`config.mk`:
```
export PLATFORM = sky130hd
export DESIGN_NAME = name_word_deserializer
export DESIGN_NICKNAME = d
export VERILOG_FILES = /design/src/rtl/name_word_deserializer.sv
export SDC_FILE = /design/constraint.sdc
export NUM_CORES = 1
export LEC_CHECK = 0
export ABC_CLOCK_PERIOD_IN_PS = 3200
export BUFFER_PORTS_ARGS = -buffer_cell sky130_fd_sc_hd__buf_2
export CELL_PAD_IN_SITES_DETAIL_PLACEMENT = 2
export CELL_PAD_IN_SITES_GLOBAL_PLACEMENT = 2
export CORE_MARGIN = 5
export CORE_UTILIZATION = 37
export DETAILED_ROUTE_END_ITERATION = 8
export PLACE_DENSITY = 0.84
export SLEW_MARGIN = 20
export SYNTH_ARGS = -nofsm -noshare
export SYNTH_HDL_FRONTEND = slang
export SYNTH_SLANG_ARGS = --single-unit
```
`constraint.sdc`:
```
create_clock -name clk_in -period 3.2 [get_ports clk_in]
set_input_delay 0.32 -clock clk_in [delete_from_list [all_inputs] [get_ports clk_in]]
set_output_delay 0.32 -clock clk_in [all_outputs]
set_load 0.01 [all_outputs]
```
`src/rtl/name_word_deserializer.sv`:
```
`default_nettype none
// ============================================================================
// Module   : name_word_deserializer
// Purpose  : Reassembles serial name-component words into whole names held in
//            a two-entry ping-pong buffer and presents them in parallel.
// Revision : 1.0 - initial release
// ============================================================================
module name_word_deserializer #(
    parameter int WORD_SIZE       = 32,
    parameter int MAX_NAME_LENGTH = 8,
    parameter int LEN_SIZE        = 4,
    parameter int COUNT_SIZE      = 8
) (
    input  logic                                 clk_in,
    input  logic                                 rst_in,
    input  logic [WORD_SIZE-1:0]                 in_word,
    input  logic                                 in_valid,
    input  logic                                 in_last,
    output logic                                 in_ready,
    output logic [WORD_SIZE*MAX_NAME_LENGTH-1:0] out_name,
    output logic [LEN_SIZE-1:0]                  out_length,
    output logic                                 out_truncated,
    output logic                                 out_valid,
    input  logic                                 out_ready,
    output logic [COUNT_SIZE-1:0]                trunc_count
);

    localparam logic [LEN_SIZE-1:0] C_MAX_LEN = LEN_SIZE'(MAX_NAME_LENGTH);

    logic [WORD_SIZE-1:0]  r_buf [0:1][0:MAX_NAME_LENGTH-1];
    logic [LEN_SIZE-1:0]   r_len   [0:1];
    logic                  r_tflag [0:1];
    logic                  r_full  [0:1];
    logic                  r_wsel;
    logic                  r_rsel;
    logic [LEN_SIZE-1:0]   r_widx;
    logic                  r_trunc;
    logic [COUNT_SIZE-1:0] r_trunc_count;

    logic                  w_accept;
    logic                  w_pop;
    logic                  w_at_max;
    logic                  w_commit_trunc;
    logic [LEN_SIZE-1:0]   w_commit_len;

    assign in_ready       = !r_full[r_wsel];
    assign out_valid      = r_full[r_rsel];
    assign out_length     = r_len[r_rsel];
    assign out_truncated  = r_tflag[r_rsel];
    assign trunc_count    = r_trunc_count;

    assign w_accept       = in_valid && in_ready;
    assign w_pop          = out_valid && out_ready;
    assign w_at_max       = (r_widx == C_MAX_LEN);
    assign w_commit_trunc = r_trunc || w_at_max;
    assign w_commit_len   = w_at_max ? C_MAX_LEN : r_widx + LEN_SIZE'(1);

    always_comb begin
        out_name = '0;
        for (int k = 0; k < MAX_NAME_LENGTH; k++) begin
            out_name[k*WORD_SIZE +: WORD_SIZE] = r_buf[r_rsel][k];
        end
    end

    always_ff @(posedge clk_in) begin
        if (rst_in) begin
            for (int b = 0; b < 2; b++) begin
                for (int k = 0; k < MAX_NAME_LENGTH; k++) begin
                    r_buf[b][k] <= '0;
                end
                r_len[b]   <= '0;
                r_tflag[b] <= 1'b0;
                r_full[b]  <= 1'b0;
            end
            r_wsel        <= 1'b0;
            r_rsel        <= 1'b0;
            r_widx        <= '0;
            r_trunc       <= 1'b0;
            r_trunc_count <= '0;
        end else begin
            // Pop and commit always address different buffers, so both may fire.
            if (w_pop) begin
                r_full[r_rsel] <= 1'b0;
                r_rsel         <= ~r_rsel;
            end
            if (w_accept) begin
                // The first word also clears the rest of the buffer so short
                // names never expose components from an older name.
                for (int k = 0; k < MAX_NAME_LENGTH; k++) begin
                    if (LEN_SIZE'(k) == r_widx) begin
                        r_buf[r_wsel][k] <= in_word;
                    end else if (r_widx == '0) begin
                        r_buf[r_wsel][k] <= '0;
                    end
                end
                if (in_last) begin
                    r_len[r_wsel]   <= w_commit_len;
                    r_tflag[r_wsel] <= w_commit_trunc;
                    r_full[r_wsel]  <= 1'b1;
                    r_wsel          <= ~r_wsel;
                    r_widx          <= '0;
                    r_trunc         <= 1'b0;
                    if (w_commit_trunc && (r_trunc_count != '1)) begin
                        r_trunc_count <= r_trunc_count + COUNT_SIZE'(1);
                    end
                end else if (w_at_max) begin
                    r_trunc <= 1'b1;
                end else begin
                    r_widx <= r_widx + LEN_SIZE'(1);
                end
            end
        end
    end

endmodule
`default_nettype wire
```
==> results of run 1 <==
-- flip-flops by register name, indices dropped and copies added, names as in the netlist, named ones only --
name	flops
r_rsel	1
r_len	8
trunc_count	8
r_widx	4
r_buf	512
r_tflag	2
r_full	2
r_trunc	1
r_wsel	1
-- area by class of cell --
class	count	area share, %
Antenna cell	8	0.0711
Sequential cell	541	57.0
Multi-Input combinational cell	952	25.4
Timing Repair Buffer	347	6.88
Clock buffer	73	5.58
Tap cell	846	3.76
Clock inverter	35	1.10
Inverter	9	0.138
-- synthesized netlist by cell type, drive strengths merged, types with 2 or more instances --
cell	count	area share, %
a211oi	2	0.063
nor4b	3	0.30
o211ai	2	0.063
or2	10	0.26
nor2b	2	0.053
ha	5	0.26
o31ai	3	0.095
inv	8	0.13
mux2	264	13
xnor2	3	0.11
nor3	7	0.22
buf	38	0.91
and3	4	0.11
clkbuf	94	1.5
nor4	4	0.17
edfxtp	522	66
a21o	7	0.22
o21bai	8	0.25
nand3b	2	0.063
dfxtp	19	1.6
or3	5	0.13
nor2	124	2.0
and2	414	11
nand3	9	0.24
nand4	3	0.079
nand2	36	0.57
nand2b	4	0.11
o21ai	4	0.084
or4	2	0.063
a21oi	12	0.25
a22oi	3	0.095
-- power breakdown --
group | switching (W) | internal (W) | leakage, nW
combinational | 0.00118 | 0.000660 | 4.48
clock | 0.00285 | 0.00388 | 0.921
sequential | 0.000142 | 0.00821 | 5.61
-- metal layers --
layer  global-route usage (%)  routed length (microns)  part of all wire, %
met3                     4.53                     4910                  6.4
met1                     27.0                    31000                   41
met2                     38.0                    39300                   51
met5                        0                       13                0.017
met4                     3.56                     1060                  1.4
-- worst max-delay path: cells and delay by family, from the launching register on --
kind | cells | cell delay [ns]
buffers and inverters | 2 | 0.54
flip-flops | 1 | 0.76
multiplexers | 1 | 0.42
-- worst paths after layout --
| path | endpoint | start | slack [ns] | depth (start not counted) |
|---|---|---|---|---|
| hold reg to reg | trunc_count[4] | trunc_count[4] | 0.52 | 2 |
| setup reg to reg | r_buf[1][10] | r_widx[0] | 0.48 | 5 |
| setup / recovery | out_name[209] | register | 0.44 | 3 |
| hold / removal | r_full[1] | out_ready | 0.09 | 4 |
-- kinds of logic after synthesis --
family / after synthesis
simple gates: 633
compound gates: 45
fa+ha+maj: 5
mux: 265
flops: 541
xor+xnor: 4
buf+inv: 141
-- metrics by stage --
stage                     setup TNS [ns]  utilization (%)
after CTS                              0             44.4
after detailed placement               0             41.5
after global placement                 0             41.5
after floorplan                    -7.30                -
after global routing                   0             44.4
final                                  0             44.5
==> PnR_summary.wiki, run 1 <==
{| class="wikitable"
! Metric !! Value
|-
| Result of the run || finished, final reports clean
|-
| Post-route total power || 0.0169 W
|-
| Synth Flop Type || sky130_fd_sc_hd__edfxtp_1
|-
| Maximum fanout count along the critical path || 65
|-
| Most common cell after layout, fill and taps aside || sky130_fd_sc_hd__edfxtp_1
|-
| Count of placed standard cells in the final layout, fillers left out || between 2000 and 3000
|-
| Area of the multi-input gates || 7160 sq um
|-
| Total of buffers placed on input and output ports || 307
|-
| # IOs || roughly 310
|-
| Fraction of the mapped netlist area in compound gates || 1.29%
|-
| Pin count of the biggest net entering global routing || approximately 130
|-
| Max capacitance violation total || 0
|-
| Sequential area share after synthesis || 67.7%
|-
| Total CTS buffers || 60
|-
| Kind of capture point of the worst setup path || primary output
|-
| Tightest Hold Check Type || input port to register
|-
| Setup repair bufs after CTS || 0
|-
| Wire length of the first global-routing pass || 110000 microns
|-
| Initial antenna violation count || 13
|-
| Crit-path max cell delay || 0.76 ns
|-
| Area share of xor/xnor cells in the synthesized design || less than 1%
|-
| Cell with the biggest individual delay on the critical path || sky130_fd_sc_hd__dfxtp_4
|-
| Post-synthesis instance area || 23700 sq um
|-
| Max-slew violation count || 0
|-
| Number of antenna-violating nets in the routed design || 0
|-
| Initial core utilization || 37.5%
|-
| Number of sinks handled by clock tree synthesis || ~540
|-
| Highest ir drop seen on vdd || 0.000427 V
|-
| Global placement routability congestion || 0.772
|-
| Area Overhead vs Synth || 18.7%
|-
| Final design area excluding fillers || 28200 sq um
|-
| Startpoint type of the worst setup path || register
|-
| Post-synthesis share of cell area spent on and, or, nand and nor gates || 15.4%
|-
| Number of global-route vias before repair || roughly 16000
|-
| Min Clock Period, post-route || 2.76 ns
|-
| Die height || 263 microns
|-
| CP required || 2.88 ns
|-
| Leakage power figure || 11.0 nW
|-
| Power density over cell area || 601 nW/um^2
|-
| Clock-pin transition on the worst setup and hold timing paths || 0.06 ns
|-
| Unrepaired setup endpoints after global routing || no
|-
| Placed inst area || 26300 sq um
|-
| Final setup violation count || 0
|-
| Final HPWL DP || between 40000 and 50000 microns
|-
| Average detailed-routed wire length per instance || 27.1 microns
|-
| Adder-cell share of the synthesized area || less than 1%
|-
| Synth unique cells || 52
|-
| Width of the die || 263 microns
|-
| Post-CTS sizing || 0
|-
| Fin. Hold Viols || 0
|-
| Worst-Margin Slew || about 1.0 ns
|-
| Number of H-tree branching levels || 2
|-
| Root buf cell || sky130_fd_sc_hd__clkbuf_16
|-
| Number of instances in the synthesized netlist || between 1500 and 2000
|-
| Commonest cells after routing, fill and taps aside || sky130_fd_sc_hd__edfxtp_1 (522), sky130_fd_sc_hd__and2_1 (414), sky130_fd_sc_hd__buf_2 (307)
|-
| Number of vias per cell || 5.13
|-
| Vias after detailed routing || 14400
|-
| Setup Crit Path Kind || register to primary output
|-
| Detailed Route WL || 76200 microns
|-
| Portion of netlist area occupied by mux cells || 12.6%
|-
| Number of detailed-routing iterations run before antenna repair || 5
|-
| Portion of the clock cycle consumed by the worst path in the final layout || 86.1%
|-
| DRC || 0
|-
| Core Rows || 92
|-
| Count of yosys warnings during synthesis || 0
|-
| Number of synthesized flops with an enable pin || roughly 520
|-
| Post-Synthesis Net Count || ~1700
|-
| Number of cells in the design after placement || 2695
|-
| Worst clock skew || 0.0223 ns
|-
| Cell-by-cell trace of the critical path || buf_12 > mux2_2 > buf_2
|-
| Die area || 69300 sq um
|-
| Clock tree from TritonCTS || yes
|-
| Final global-route overflow total || 0
|-
| Top achievable clock speed || 363 MHz
|-
| Worst hold slack || 0.0873 ns
|-
| Fin nets || 1953
|-
| Global Route Usage Sum || 21.2%
|-
| Crit path arrival time || between 2 and 2.5 ns
|-
| Number of buffers on the longest clock path || 3
|-
| Final-layout fill cell count || roughly 6200
|-
| Dominant combinational cell family by area after synthesis || simple AND/OR/NAND/NOR gates
|-
| Final worst-path setup slack || 0.444 ns
|-
| Number of synthesized register bits || 541
|-
| Clock latency of the later-clocked register in the worst-skew pair || slightly above 0.6 ns
|-
| Sequential cell area || 16100 sq um
|-
| Fraction of layout instances using a drive strength above 1 || a little under two fifths
|-
| Total of hold buffers inserted after clock tree synthesis || 0
|-
| Mean post-synth cell area || roughly 15 sq um
|-
| Max transition margin || 31.4%
|-
| Std-Cell Core Area || 63300 sq um
|-
| Asr flop ratio synth || 0%
|-
| Number of violations reported at the end of detailed-routing iteration 0 || 981
|-
| Placement Setup Slack || 0.443 ns
|}
Power figures use the tool's default switching activity.
==> run 2: changes to the inputs <==
Settings changed: ABC_CLOCK_PERIOD_IN_PS 3200 to 3600, CORE_UTILIZATION 37 to 38, PLACE_DENSITY 0.84 to 0.83.
Clock period 3.2 ns to 3.6 ns, I/O delays scaled along.
==> run 2 against run 1 <==
Effect of this change: non-clock buffer count is 4 higher; critical endpoint is now r_buf[1][99]; global-route usage grew 1.8 points; register-to-register slack got worse by 0.16 ns; die area shrank 2.5%; largest power group unchanged; clock power is 16% lower; via count is 1.6% higher; hold slack improved by 0.068 ns; routed wire length up 4.6%.
==> PnR_summary.wiki, run 2 (synthesis results as in run 1) <==
{| class="wikitable"
! Metric !! Value
|-
| Critical Path Source || r_widx[0]
|-
| Number of sinks handled by clock tree synthesis || 541
|-
| Setup slack of the most critical reg-to-reg path || roughly 0.32 ns
|-
| Global Route Usage Sum || 23.0%
|-
| Top achievable clock speed || 305 MHz
|-
| Clock tree from TritonCTS || yes
|-
| Setup repair bufs after CTS || 0
|-
| Average detailed-routed wire length per instance || 28.5 microns
|-
| Pin count of the biggest net entering global routing || between 100 and 150
|-
| Initial antenna violation count || 11
|-
| Number of global-route vias before repair || 16100
|-
| Min Clock Period, post-route || around 3.3 ns
|-
| Final worst-path setup slack || 0.325 ns
|-
| Leakage power figure || about 11 nW
|-
| Final global-route overflow total || 0
|-
| Final setup violation count || 0
|-
| Commonest cells after routing, fill and taps aside || sky130_fd_sc_hd__edfxtp_1 (522), sky130_fd_sc_hd__and2_1 (414), sky130_fd_sc_hd__buf_2 (307)
|-
| Post-CTS sizing || 0
|-
| Detailed Route WL || 79700 microns
|-
| Maximum fanout count along the critical path || 108
|-
| Placed inst area || between 20000 and 30000 sq um
|-
| Total CTS buffers || between 50 and 60
|-
| Uppermost signal routing layer after detailed routing || met4
|-
| Max-slew violation count || 0
|-
| Unrepaired setup endpoints after global routing || no
|-
| Total of hold buffers inserted after clock tree synthesis || 0
|-
| Wire length of the first global-routing pass || 114000 microns
|-
| Met3 wirelength from detailed routing || 3960 microns
|-
| Worst clock skew || 0.0293 ns
|-
| Power density over cell area || 527 nW/um^2
|-
| Total of buffers placed on input and output ports || 307
|-
| CP required || a little over 4 ns
|-
| # IOs || roughly 310
|-
| Final design area excluding fillers || about 28000 sq um
|-
| Result of the run || finished, final reports clean
|-
| Vias after detailed routing || 14700
|-
| Std-Cell Core Area || 61700 sq um
|-
| Clock latency of the later-clocked register in the worst-skew pair || 0.62 ns
|-
| Number of detailed-routing iterations run before antenna repair || 5
|-
| Portion of the clock cycle consumed by the worst path in the final layout || 91.0%
|-
| Setup Total Neg Slack || 0 ns
|-
| Root buf cell || sky130_fd_sc_hd__clkbuf_16
|-
| Max transition margin || between 30% and 40%
|-
| Final HPWL DP || 51800 microns
|-
| R2R depth || 6
|-
| Max capacitance violation total || 0
|-
| Termination of the worst setup path || r_buf[1][99]
|-
| Number of violations reported at the end of detailed-routing iteration 0 || 1149
|-
| DRC || 0
|-
| Flip-flop count of the largest register after layout || about 510
|-
| Placement Setup Slack || 0.384 ns
|-
| Wire length the detailed router placed on met1 || 33100 microns
|-
| Crit path arrival time || 3.76 ns
|-
| Fin. Hold Viols || 0
|-
| Worst-Margin Slew || 1.00 ns
|-
| Startpoint type of the worst setup path || register
|-
| Global placement routability congestion || ~0.78
|-
| Number of H-tree branching levels || 2
|-
| Core Rows || 91
|-
| Die area || 67500 sq um
|-
| Tightest Hold Check Type || input port to register
|-
| Area Overhead vs Synth || 18.3%
|-
| Hold Crit Depth || 4
|-
| Clock-pin transition on the worst setup and hold timing paths || roughly 0.06 ns
|-
| Initial core utilization || 38.4%
|-
| Number of vias per cell || ~5.2
|-
| Most common cell after layout, fill and taps aside || sky130_fd_sc_hd__edfxtp_1
|-
| Critical R2R Launch || r_widx[0]
|-
| Number of buffers on the longest clock path || 3
|-
| Die height || 260 microns
|-
| Register name with the most flops || r_buf
|-
| Highest ir drop seen on vdd || around 0.00028 V
|-
| Fin nets || 1955
|-
| Number of antenna-violating nets in the routed design || 0
|-
| Fraction of layout instances using a drive strength above 1 || a little under two fifths
|-
| Endpoint of the worst-slack reg-to-reg timing path || r_buf[1][99]
|-
| Kind of capture point of the worst setup path || register
|-
| Setup Crit Path Kind || register to register
|-
| Routed met2 length || 40700 microns
|-
| Width of the die || 260 microns
|}
[run 2: layout make-up]
cell class,count,area (sq um)
Fill cell,5992,33700
Sequential cell,541,16100
Multi-Input combinational cell,952,7150
Timing Repair Buffer,351,1990
Clock buffer,66,1480
Tap cell,837,1050
Clock inverter,37,279
Inverter,9,38.8
Antenna cell,3,7.51
[run 2: power by group]
group | internal (W) | switching (W) | leakage (nW)
Sequential | 0.00730 | 0.000146 | 5.61
Combinational | 0.000592 | 0.00108 | 4.50
Clock | 0.00315 | 0.00252 | 0.857
Total | 0.0110 | 0.00375 | 11.0
[run 2: stage by stage]
step	utilization [%]	std cells	total power, W	hold slack (ns)
6_report	45.5	2796	0.0148	0.155
5_1_grt	45.4	2794	0.0153	0.159
4_1_cts	45.4	2793	0.0149	0.120
3_5_place_dp	42.6	2690	0.00925	0.516
3_3_place_gp	42.6	2689	0.00916	0.484
2_1_floorplan	-	1634	0.00838	0.464
[run 2: worst min path at each step]
stage                         startpoint              to  slack [ns]
after detailed placement  trunc_count[4]  trunc_count[4]        0.52
after global placement    trunc_count[4]  trunc_count[4]        0.48
after CTS                      out_ready       r_full[1]        0.12
after global routing           out_ready       r_full[1]        0.16
after floorplan                r_full[0]       r_full[0]        0.46
final                          out_ready       r_full[1]        0.16
[run 2: routing by layer]
layer  vias to the layer above  GRT usage, %
met5                         -             0
met4                         0          5.75
met3                        97          3.07
met2                       444          40.5
met1                      7790          30.2
li1                       6320             -
[run 2: worst max-delay path, cell delays in order (launching register included)]
cell                      delay, ns
sky130_fd_sc_hd__dfxtp_1       0.44
sky130_fd_sc_hd__inv_1         0.13
sky130_fd_sc_hd__ha_1          0.34
sky130_fd_sc_hd__and2b_1       0.29
sky130_fd_sc_hd__nor3_4        0.72
sky130_fd_sc_hd__buf_4         0.83
sky130_fd_sc_hd__and2_1        0.27
